`config.mk`:
```
export PLATFORM = sky130hd
export DESIGN_NAME = cpu_bus_arbiter
export DESIGN_NICKNAME = d
export VERILOG_FILES = /design/src/rtl/cpu_bus_pkg.sv /design/src/rtl/rr_arbiter2.sv /design/src/rtl/cpu_bus_arbiter.sv
export SDC_FILE = /design/constraint.sdc
export NUM_CORES = 1
export LEC_CHECK = 0
export ABC_AREA = 1
export ABC_CLOCK_PERIOD_IN_PS = 1650
export BUFFER_PORTS_ARGS = -buffer_cell sky130_fd_sc_hd__buf_2
export CAP_MARGIN = 5
export CORE_ASPECT_RATIO = 0.8
export CORE_MARGIN = 2
export CORE_UTILIZATION = 39
export DETAILED_ROUTE_END_ITERATION = 7
export PLACE_DENSITY = 0.77
export SLEW_MARGIN = 25
export SYNTH_ARGS = -nofsm -noshare
export SYNTH_HDL_FRONTEND = slang
export SYNTH_SLANG_ARGS = --single-unit
```
`constraint.sdc`:
```
create_clock -name clk -period 1.65 [get_ports clk]
set_input_delay 0.165 -clock clk [delete_from_list [all_inputs] [get_ports clk]]
set_output_delay 0.165 -clock clk [all_outputs]
set_load 0.05 [all_outputs]
```
`src/rtl/cpu_bus_pkg.sv`:
```
// Shared cpu_bus definitions: WLEN op codes, address map, arbiter FSM states and request bundle.
// Imported by the arbiter; the address map is kept in step with cpu_bus decode.
package cpu_bus_pkg;

   localparam logic [1:0] WLEN_RD32 = 2'd0;
   localparam logic [1:0] WLEN_WR8  = 2'd1;
   localparam logic [1:0] WLEN_WR16 = 2'd2;
   localparam logic [1:0] WLEN_WR32 = 2'd3;

   localparam logic [31:0] CACHE_START = 32'h0000_0000;
   localparam logic [31:0] LED_START   = 32'h8000_0000;
   localparam logic [31:0] VGA_START   = 32'h8000_1000;
   localparam logic [31:0] KB_START    = 32'h8000_2000;

   typedef enum logic [2:0] {
      ST_IDLE      = 3'd0,
      ST_ISSUE     = 3'd1,
      ST_WAIT_ACK  = 3'd2,
      ST_WAIT_DONE = 3'd3,
      ST_COMPLETE  = 3'd4
   } arb_state_t;

   typedef struct packed {
      logic [31:0] addr;
      logic [31:0] wdata;
      logic [1:0]  wlen;
   } bus_req_t;

endpackage

```
`src/rtl/rr_arbiter2.sv`:
```
// Two-way round-robin winner select; purely combinational, zero latency, no backpressure.
// On a tie the master that did not win last time is chosen.
module rr_arbiter2 (
   input  logic [1:0] req,
   input  logic       last_grant,
   output logic       win_vld,
   output logic       win
);

   always_comb begin
      win_vld = |req;
      win     = 1'b0;
      case (req)
         2'b01:   win = 1'b0;
         2'b10:   win = 1'b1;
         2'b11:   win = ~last_grant;
         default: win = 1'b0;
      endcase
   end

endmodule

```
`src/rtl/cpu_bus_arbiter.sv`:
```
// Round-robin arbiter sharing cpu_bus between two masters; gnt at T, EN_N low at T+1, done at T+3+N.
// Backpressure: no grant while bus_ready is low; bus waits are bounded by TIMEOUT and end in an error done.
module cpu_bus_arbiter
   import cpu_bus_pkg::*;
#(
   parameter int TIMEOUT = 64,
   parameter int TO_W    = 7
) (
   input  logic        clk,
   input  logic        reset,
   input  logic        m0_req,
   input  logic [31:0] m0_addr,
   input  logic [31:0] m0_wdata,
   input  logic [1:0]  m0_wlen,
   output logic        m0_gnt,
   output logic        m0_done,
   input  logic        m1_req,
   input  logic [31:0] m1_addr,
   input  logic [31:0] m1_wdata,
   input  logic [1:0]  m1_wlen,
   output logic        m1_gnt,
   output logic        m1_done,
   output logic        m_err,
   output logic [31:0] m_rdata,
   output logic [31:0] bus_address,
   output logic [31:0] bus_wdata,
   output logic [1:0]  bus_wlen,
   output logic        bus_en_n,
   input  logic        bus_ready,
   input  logic [31:0] bus_rdata,
   output logic        busy
);

   localparam logic [TO_W-1:0] TO_LIMIT = TO_W'(TIMEOUT);

   arb_state_t      state, state_nxt;
   bus_req_t        req_q, req_nxt, m0_fields, m1_fields;
   logic            owner, owner_nxt;
   logic            last_grant, last_nxt;
   logic [1:0]      gnt_q, gnt_nxt;
   logic [1:0]      done_q, done_nxt;
   logic            err_q, err_nxt;
   logic            en_n_q, en_n_nxt;
   logic            busy_q;
   logic [31:0]     rdata_q, rdata_nxt;
   logic [TO_W-1:0] cnt_q, cnt_nxt, cnt_inc;
   logic            win_vld, win;

   assign m0_fields = '{addr: m0_addr, wdata: m0_wdata, wlen: m0_wlen};
   assign m1_fields = '{addr: m1_addr, wdata: m1_wdata, wlen: m1_wlen};

   rr_arbiter2 u_rr (
      .req        ({m1_req, m0_req}),
      .last_grant (last_grant),
      .win_vld    (win_vld),
      .win        (win)
   );

   always_comb begin
      state_nxt = state;
      req_nxt   = req_q;
      owner_nxt = owner;
      last_nxt  = last_grant;
      gnt_nxt   = 2'b00;
      done_nxt  = 2'b00;
      err_nxt   = 1'b0;
      en_n_nxt  = 1'b1;
      rdata_nxt = rdata_q;
      cnt_nxt   = cnt_q;
      // Saturating count of cycles spent waiting on the bus
      cnt_inc   = (cnt_q == TO_LIMIT) ? cnt_q : cnt_q + TO_W'(1);

      unique case (state)
         ST_IDLE: begin
            if (win_vld && bus_ready) begin
               state_nxt     = ST_ISSUE;
               gnt_nxt[win]  = 1'b1;
               owner_nxt     = win;
               last_nxt      = win;
               req_nxt       = win ? m1_fields : m0_fields;
            end
         end
         ST_ISSUE: begin
            en_n_nxt  = 1'b0;
            cnt_nxt   = '0;
            state_nxt = ST_WAIT_ACK;
         end
         ST_WAIT_ACK: begin
            cnt_nxt = cnt_inc;
            if (!bus_ready) begin
               state_nxt = ST_WAIT_DONE;
            end else if (cnt_inc == TO_LIMIT) begin
               state_nxt       = ST_COMPLETE;
               done_nxt[owner] = 1'b1;
               err_nxt         = 1'b1;
            end
         end
         ST_WAIT_DONE: begin
            cnt_nxt = cnt_inc;
            if (bus_ready) begin
               state_nxt       = ST_COMPLETE;
               done_nxt[owner] = 1'b1;
               rdata_nxt       = bus_rdata;
            end else if (cnt_inc == TO_LIMIT) begin
               state_nxt       = ST_COMPLETE;
               done_nxt[owner] = 1'b1;
               err_nxt         = 1'b1;
            end
         end
         ST_COMPLETE: state_nxt = ST_IDLE;
         default:     state_nxt = ST_IDLE;
      endcase
   end

   always_ff @(posedge clk) begin
      if (reset) begin
         state      <= ST_IDLE;
         req_q      <= '0;
         owner      <= 1'b0;
         last_grant <= 1'b1;
         gnt_q      <= 2'b00;
         done_q     <= 2'b00;
         err_q      <= 1'b0;
         en_n_q     <= 1'b1;
         busy_q     <= 1'b0;
         rdata_q    <= '0;
         cnt_q      <= '0;
      end else begin
         state      <= state_nxt;
         req_q      <= req_nxt;
         owner      <= owner_nxt;
         last_grant <= last_nxt;
         gnt_q      <= gnt_nxt;
         done_q     <= done_nxt;
         err_q      <= err_nxt;
         en_n_q     <= en_n_nxt;
         busy_q     <= (state_nxt != ST_IDLE);
         rdata_q    <= rdata_nxt;
         cnt_q      <= cnt_nxt;
      end
   end

   assign m0_gnt      = gnt_q[0];
   assign m1_gnt      = gnt_q[1];
   assign m0_done     = done_q[0];
   assign m1_done     = done_q[1];
   assign m_err       = err_q;
   assign m_rdata     = rdata_q;
   assign bus_address = req_q.addr;
   assign bus_wdata   = req_q.wdata;
   assign bus_wlen    = req_q.wlen;
   assign bus_en_n    = en_n_q;
   assign busy        = busy_q;

endmodule
```
# Word level (Yosys, flattened, before mapping)
# Cells that the tools add are included.
classes:
  add_sub_neg: 1
  mul: 0
  n_lt_le_gt_ge: 4
  n_bitwise: 3
  n_reduce_logical: 11
  n_eq_ne: 7
  shifts: 0
  mux: 22
  n_div: 0
ops:
  columns: ["operator", "n"]
  rows:
  - ["$mux W66", 1]
  - ["$eq A7 B7 Y1 const B", 2]
  - ["$pmux W7 S2", 1]
  - ["$mux W3", 4]
  - ["$pmux W3 S4", 1]
  - ["$add A7 B1 Y7 const B", 1]
  - ["$mux W7", 1]
  - ["$eq A3 B2 Y1 const B", 2]
  - ["$mux W1", 6]
  - ["$mux W2", 3]
  - ["$eq A2 B2 Y1 const B", 2]
  - ["$lt A1 B2 Y1 const B", 2]
  - ["$pmux W1 S2", 2]
  - ["$pmux W2 S2", 1]
  - ["$reduce_and A2 Y1", 2]
  - ["$reduce_or A2 Y1", 2]
  - ["$eq A3 B1 Y1 const B", 1]
  - ["$logic_and A1 B1 Y1", 3]
  - ["$logic_not A3 Y1", 1]
  - ["$not A1 Y1", 3]
  - ["$reduce_bool A3 Y1", 1]
  - ["$reduce_or A3 Y1", 1]
  - ["$demux W1 S1", 2]
  - ["$ge A1 B1 Y1 const B", 2]
  - ["$reduce_bool A2 Y1", 1]
totals:
  regBits: 117
  ram_bits: 0
  n_memories: 0
  romBits: 0
  in_bits: 169
  latchBits: 0

# Logic depth before layout (Yosys ltp)
depth:
  word_depth: 7
  mapped_depth: 14
  ltp_nobuf: 14

# By module
# From an unflattened synthesis, not the netlist that was laid out.
hier_totals:
  cells_unflattened: 655
  hier_area_um2: 4675.7
modules_own_cells:
  columns: ["mod", "n_inst", "area_each_um2", "cells_each"]
  rows:
  - ["cpu_bus_arbiter", 1, 4660.7, 652]
  - ["rr_arbiter2", 1, 15.0, 3]

# Worst setup path after synthesis
# No wires, ideal clock.
synth_path:
  path_kind: "register -> register"
  startpoint: "reg cnt_q[0]"
  endpoint: "reg done_q[0]"
  setup_time_ns: 0.064
  stages_incl_launch_ff: 14
  t_arrival_ns: 1.513
  path_slack_ns: 0.073
  synth_period_minus_slack_ns: 1.577
  required_ns: 1.586
  path_cell_list: "dfxtp_1 > inv_1 > ha_1 > inv_1 > nor2_1 > nand3_1 > nand2_1 > nand2_1 > nand2_1 > nor2_2 > nand4_1 > nand2_1 > nand2_1 > nor2_1"
synth_between:
  elab_chain_len: 6
  word_cells_on_any_way: 8
  classes_between: "add/sub (1); eq/ne (2); mux (5)"
synth_rtl:
  columns: ["item", "line_no", "rtl"]
  rows:
  - ["start, declared", "cpu_bus_arbiter.sv:46", "logic [TO_W-1:0] cnt_q, cnt_nxt, cnt_inc;"]
  - ["start signal, assigned", "cpu_bus_arbiter.sv:139", "cnt_q <= cnt_nxt;"]
  - ["$add A7 B1 Y7 or $eq A7 B7 Y1 (tied branches)", "cpu_bus_arbiter.sv:71", "cnt_inc = (cnt_q == TO_LIMIT) ? cnt_q : cnt_q + TO_W'(1);"]
  - ["$mux W7 (*)", "cpu_bus_arbiter.sv:71", null]
  - ["$eq A7 B7 Y1 (*)", "cpu_bus_arbiter.sv:92, cpu_bus_arbiter.sv:104", null]
  - ["$mux W2 (*)", "cpu_bus_arbiter.sv:92, cpu_bus_arbiter.sv:104", null]
  - ["$mux W2, on equally long branches", "cpu_bus_arbiter.sv:100, cpu_bus_arbiter.sv:90", null]
  - ["$pmux W2 S2 (*)", "cpu_bus_arbiter.sv:73", "unique case (state)"]
  - ["end signal, assigned", "cpu_bus_arbiter.sv:134", "done_q <= done_nxt;"]
  - ["end, declared", "cpu_bus_arbiter.sv:41", "logic [1:0] done_q, done_nxt;"]
# Mark *: on every way between the ends. The rest lies on a longest branch, timed or not.
# A chain may end at the register's enable or synchronous reset.

# Worst setup path in the final report
layout_path:
  startpoint: "reg cnt_q[0]"
  endpoint: "reg busy_q, in the netlist busy"
layout_between:
  elab_chain_len: 7
  word_cells_on_any_way: 9
  classes_between: "add/sub (1); eq/ne (2); mux (5); reduce/logical (1)"
layout_rtl:
  columns: ["item", "line_no", "rtl"]
  rows:
  - ["$add A7 B1 Y7 or $eq A7 B7 Y1 (tied branches)", "cpu_bus_arbiter.sv:71", null]
  - ["$mux W7 (*)", "cpu_bus_arbiter.sv:71", null]
  - ["$eq A7 B7 Y1 (*)", "cpu_bus_arbiter.sv:92, cpu_bus_arbiter.sv:104", null]
  - ["$mux W3 (*)", "cpu_bus_arbiter.sv:92, cpu_bus_arbiter.sv:104", null]
  - ["$mux W3, on equally long branches", "cpu_bus_arbiter.sv:100, cpu_bus_arbiter.sv:90", null]
  - ["$pmux W3 S4 (*)", "cpu_bus_arbiter.sv:73", null]
  - ["$reduce_bool A3 Y1 (*)", "cpu_bus_arbiter.sv:137", "busy_q <= (state_nxt != ST_IDLE);"]
  - ["end signal, assigned", "cpu_bus_arbiter.sv:137", null]
  - ["end, declared", "cpu_bus_arbiter.sv:44", "logic busy_q;"]
# Marks and branches as above.

==> summary by stage <==
Power and ir drop
The combinational share of power is 0.217. The switching share of total power is 0.3194. The total internal power is 5640 uW. The total net switching power is 2647 uW. The proportion of power drawn by the clock network is 0.408. Dividing total power by cell area gives a power density of 970.1 nW/um^2. The share of total power dissipated in sequential elements is 0.375.

Across the VDD grid, the largest voltage drop is 0.0008776 V. The analysis attributes to cell leakage a power of 0.004196 uW.

Synthesis
Yosys printed 0 warnings. The most common cell in the synthesized netlist is sky130_fd_sc_hd__nand2_1. The count of flip-flops with a built-in enable after synthesis is 0.

The commonest register cell after synthesis is sky130_fd_sc_hd__dfxtp_1. The post-synthesis net count is 816. After synthesis, the cell types taking the most area are sky130_fd_sc_hd__dfxtp_1 50%, sky130_fd_sc_hd__nand2_1 23%, sky130_fd_sc_hd__nand3_1 12%, sky130_fd_sc_hd__a21oi_1 3.8%, sky130_fd_sc_hd__inv_1 1.9%. The area share of the largest cell type after synthesis is 0.5042.

The distinct cell type count after synthesis is 23. The register bit total from synthesis is 117. The share of synthesized area occupied by flip-flops and latches is 0.5042. The post-synthesis instance total is 645. The share of flip-flops with an asynchronous set or reset after synthesis is 0.

By count the netlist is led by 283 x sky130_fd_sc_hd__nand2_1, 117 x sky130_fd_sc_hd__dfxtp_1, 111 x sky130_fd_sc_hd__nand3_1, 35 x sky130_fd_sc_hd__a21oi_1, 23 x sky130_fd_sc_hd__inv_1. The cell type with the largest total area after synthesis is sky130_fd_sc_hd__dfxtp_1. The mapped netlist covers 4646 um^2. The average cell area after synthesis is 7.203 um^2.

Floorplanning
The area of the die is 12810 um^2. For this configuration, the core starts out at a cell density of 0.4018. The area of the placeable core is 11560 um^2. The number of ports placed on the die boundary is 274. The floorplan has 35 rows. The horizontal extent of the die is 126.0 um. The die is 101.6 um tall.

Setup path
The highest net fanout along the worst path is 4. The required time of the critical path is 1.94 ns. The master of the slowest instance on the critical path is sky130_fd_sc_hd__dfxtp_4. The kind of start point of the critical path is a flip-flop. The delay of the slowest critical-path stage is 0.39 ns. The critical path data arrival time is 1.99 ns. Counting stages on the worst path, the most repeated cell is sky130_fd_sc_hd__nand2_1.

The critical path's top delay family is simple AND/OR/NAND/NOR gates. The kind of end point of the critical path is a flip-flop. The worst register-to-register path begins at cnt_q[0]$_SDFFE_PP0P_. The signal on the critical path passes through ha_4 -> nand2_2 -> inv_2 -> nand3_1 -> nand2_2 -> nand2_1 -> nor2_2 -> nand3_2 -> a21oi_2 -> nand3_1 -> nand2_1 -> nand2_1. The worst path buffer plus inverter count is 1. The count of cells along the worst register-to-register path is 12. The worst setup path is of the flip-flop to flip-flop kind. Across all register-to-register paths, the minimum setup slack is -0.04 ns. The capturing point of the worst reg2reg path is busy$_SDFF_PP0_.

Timing
Derived from the worst setup path, the maximum achievable clock frequency is 590.6 MHz. The maximum clock skew at final layout is 0.007953 ns. The number of pins with negative max-slew slack in the final report is 0. The final period demand of the worst path is 1.693 ns. Measured against its own limit, the worst slew margin works out to 0.7866. In the post-route analysis, the smallest setup slack over all paths is -0.04313 ns. The final-layout worst hold slack is 0.02370 ns. The transition time at the pin with the least slew margin is 0.3197 ns. The number of endpoints with negative hold slack in the final report is 0. The number of setup violations in the final report is 6.

Setup repair after global routing could not meet its margin everywhere. Setup total negative slack on the finished layout was measured at -0.1162 ns. The fraction of the cycle the final worst path needs is 1.026.

Worst hold path
The worst hold path passes through 3 cells. The worst hold path terminates at bus_wdata[13]$_SDFFE_PP0P_. In this run the most critical hold path is launched from m1_wdata[13].

The worst hold path belongs to the class input pin to flip-flop.

Detailed routing
The number of detailed-routing iterations run before antenna repair is 7. The number of remaining DRC errors is 0. The via count is 6275.

The detail route stage leaves a number of antenna-violating nets equal to 0. After detailed routing, the number of vias per cell comes to 5.069. The mean routed wirelength per cell is 16.58 um. For this block, the initial DRC count from the detailed router was 479. The routed design has 20.53 mm of wire.

Place
Before CTS, the worst setup slack after placement is -0.08953 ns. After detailed placement, the total cell area comes to 6274 um^2. The final weighted congestion in routability-driven placement is 0.9049. The number of placed instances, taps included, is 1057. The HPWL after detailed placement is 10.83 mm.

The port buffer count is 273.

Finish
The final standard cell count with taps included and fillers excluded is 1238. With fillers left out, the area of the finished cells amounts to 8542 um^2. The total area of multi-input combinational cells is 2178 um^2. For this run, the post-layout net count is 1247. The total area of sequential cells is 2356 um^2. The layout has 804 filler cells. Of the cells placed in the final design, the portion with a size suffix greater than 1 is 0.3609. The area growth from synthesis to layout is 83.87%.

Clock network
Clock-pin slew was measured on the worst setup and hold paths at 0.06 ns. The H-tree level count is 4. The largest buffer count on any clock path is 2. The root buffer cell is sky130_fd_sc_hd__clkbuf_16. The TritonCTS buffer count is 17. The clock reaches the later pin of the worst-skew pair after 0.40 ns.

The clock net sink count is 117. The clock tree from TritonCTS is built.

Status
The flow ran to the end, but the final reports show violations. The final reports fail on setup timing.

Global routing
The first-pass GRT wire length is 29.43 mm. The initial antenna violation count came to 0. The number of global-route vias before repair came to 6068.

The pin count of the biggest net entering global routing is 51. The final global-route overflow total is 0. Across every metal layer, demand over resource in global routing totals 0.2873.

Run
Max-cap violations in this run came to 0.
==> cells in the final DEF, fill, tap and decap left out, types with 3 or more instances in the layout <==
| cell type | netlist | routed |
|---|---|---|
| sky130_fd_sc_hd__inv_4 | 0 | 3 |
| sky130_fd_sc_hd__clkbuf_16 | 0 | 21 |
| sky130_fd_sc_hd__buf_2 | 17 | 273 |
| sky130_fd_sc_hd__inv_6 | 0 | 4 |
| sky130_fd_sc_hd__nand2_2 | 0 | 10 |
| sky130_fd_sc_hd__nand3_2 | 0 | 5 |
| sky130_fd_sc_hd__dfxtp_1 | 117 | 112 |
| sky130_fd_sc_hd__clkinvlp_4 | 0 | 4 |
| sky130_fd_sc_hd__o22ai_1 | 6 | 6 |
| sky130_fd_sc_hd__buf_12 | 0 | 7 |
| sky130_fd_sc_hd__nor2_1 | 17 | 11 |
| sky130_fd_sc_hd__clkinv_4 | 0 | 3 |
| sky130_fd_sc_hd__nor2_2 | 2 | 7 |
| sky130_fd_sc_hd__a21oi_1 | 35 | 33 |
| sky130_fd_sc_hd__nand3_1 | 111 | 105 |
| sky130_fd_sc_hd__dlygate4sd3_1 | 0 | 131 |
| sky130_fd_sc_hd__nand2_1 | 283 | 273 |
| sky130_fd_sc_hd__dfxtp_4 | 0 | 3 |
| sky130_fd_sc_hd__buf_4 | 6 | 28 |
| sky130_fd_sc_hd__inv_1 | 23 | 18 |
| sky130_fd_sc_hd__buf_6 | 0 | 4 |
| sky130_fd_sc_hd__o21ai_0 | 3 | 3 |
| sky130_fd_sc_hd__inv_2 | 1 | 3 |
==> cell families after synthesis <==
kind of cell | after synthesis | synth area share
buffers and inverters | 59 | 0.05709
flip-flops | 117 | 0.5042
adder cells (fa/ha/maj) | 2 | 0.005386
AO/OA/AOI/OAI | 46 | 0.05252
AND/OR/NAND/NOR | 421 | 0.3808
==> tightest hold or removal path, delay by kind of cell <==
| family | cells | cell delay [ns] |
|---|---|---|
| and+or+nand+nor | 2 | 0.14 |
| buffers and inverters | 1 | 0.08 |
==> sequential cells by signal, indices dropped and copies added, names as in the netlist <==
name,flops
bus_address,32
bus_wdata,32
m_rdata,32
cnt_q,7
state,3
bus_wlen,2
done_q,2
gnt_q,2
bus_en_n,1
busy,1
last_grant,1
m_err,1
owner,1
==> layout make-up <==
cell class,count,area share
timing repair buffer,447,0.3715
sequential,117,0.2758
multi-input combinational,469,0.2550
clock buffer,17,0.04980
tap,148,0.02168
clock inverter,15,0.01450
inverter,24,0.01143
antenna,1,0.0002930
==> power groups by stage <==
stage	Combinational, uW	Clock (uW)	Sequential (uW)
after CTS	1660	3450	3090
after global placement	1380	0	3140
final	1800	3380	3110
after global routing	1890	3590	3120
after detailed placement	1390	0	3140
after floorplan	329	0	3690
==> what timing repair did <==
action	CTS	global route
endpoints found under the hold margin	66	0
hold buffers	131	0
gates cloned	0	6
pin swaps	10	12
buffers inserted	6	5
setup endpoints to repair	6	64
resized for setup	10	43
==> worst max path at each step <==
stage                     startpoint                    to  depth (start not counted)
2_1_floorplan  cnt_q[0]$_SDFFE_PP0P_  done_q[0]$_SDFF_PP0_                         13
3_3_place_gp   cnt_q[0]$_SDFFE_PP0P_       busy$_SDFF_PP0_                         13
3_5_place_dp   cnt_q[0]$_SDFFE_PP0P_       busy$_SDFF_PP0_                         13
4_1_cts        cnt_q[0]$_SDFFE_PP0P_  done_q[0]$_SDFF_PP0_                         11
5_1_grt        cnt_q[1]$_SDFFE_PP0P_       busy$_SDFF_PP0_                         13
6_report       cnt_q[0]$_SDFFE_PP0P_       busy$_SDFF_PP0_                         12
==> per-stage QoR <==
stage | power, uW | util
5_1_grt | 8603 | 0.7386
2_1_floorplan | 4020 | -
6_report | 8286 | 0.7389
3_3_place_gp | 4523 | 0.5426
4_1_cts | 8194 | 0.7102
3_5_place_dp | 4531 | 0.5426
==> layer usage <==
layer / up-vias / wire length (um) / share of wire / GRT usage
met5: - / 0 / 0 / 0
met4: 0 / 926 / 0.045 / 0.1547
met3: 106 / 1935 / 0.094 / 0.09245
met2: 436 / 9981 / 0.49 / 0.4963
met1: 2791 / 7684 / 0.37 / 0.3193
li1: 2942 / - / - / -
(Power assumes the default switching activity.)
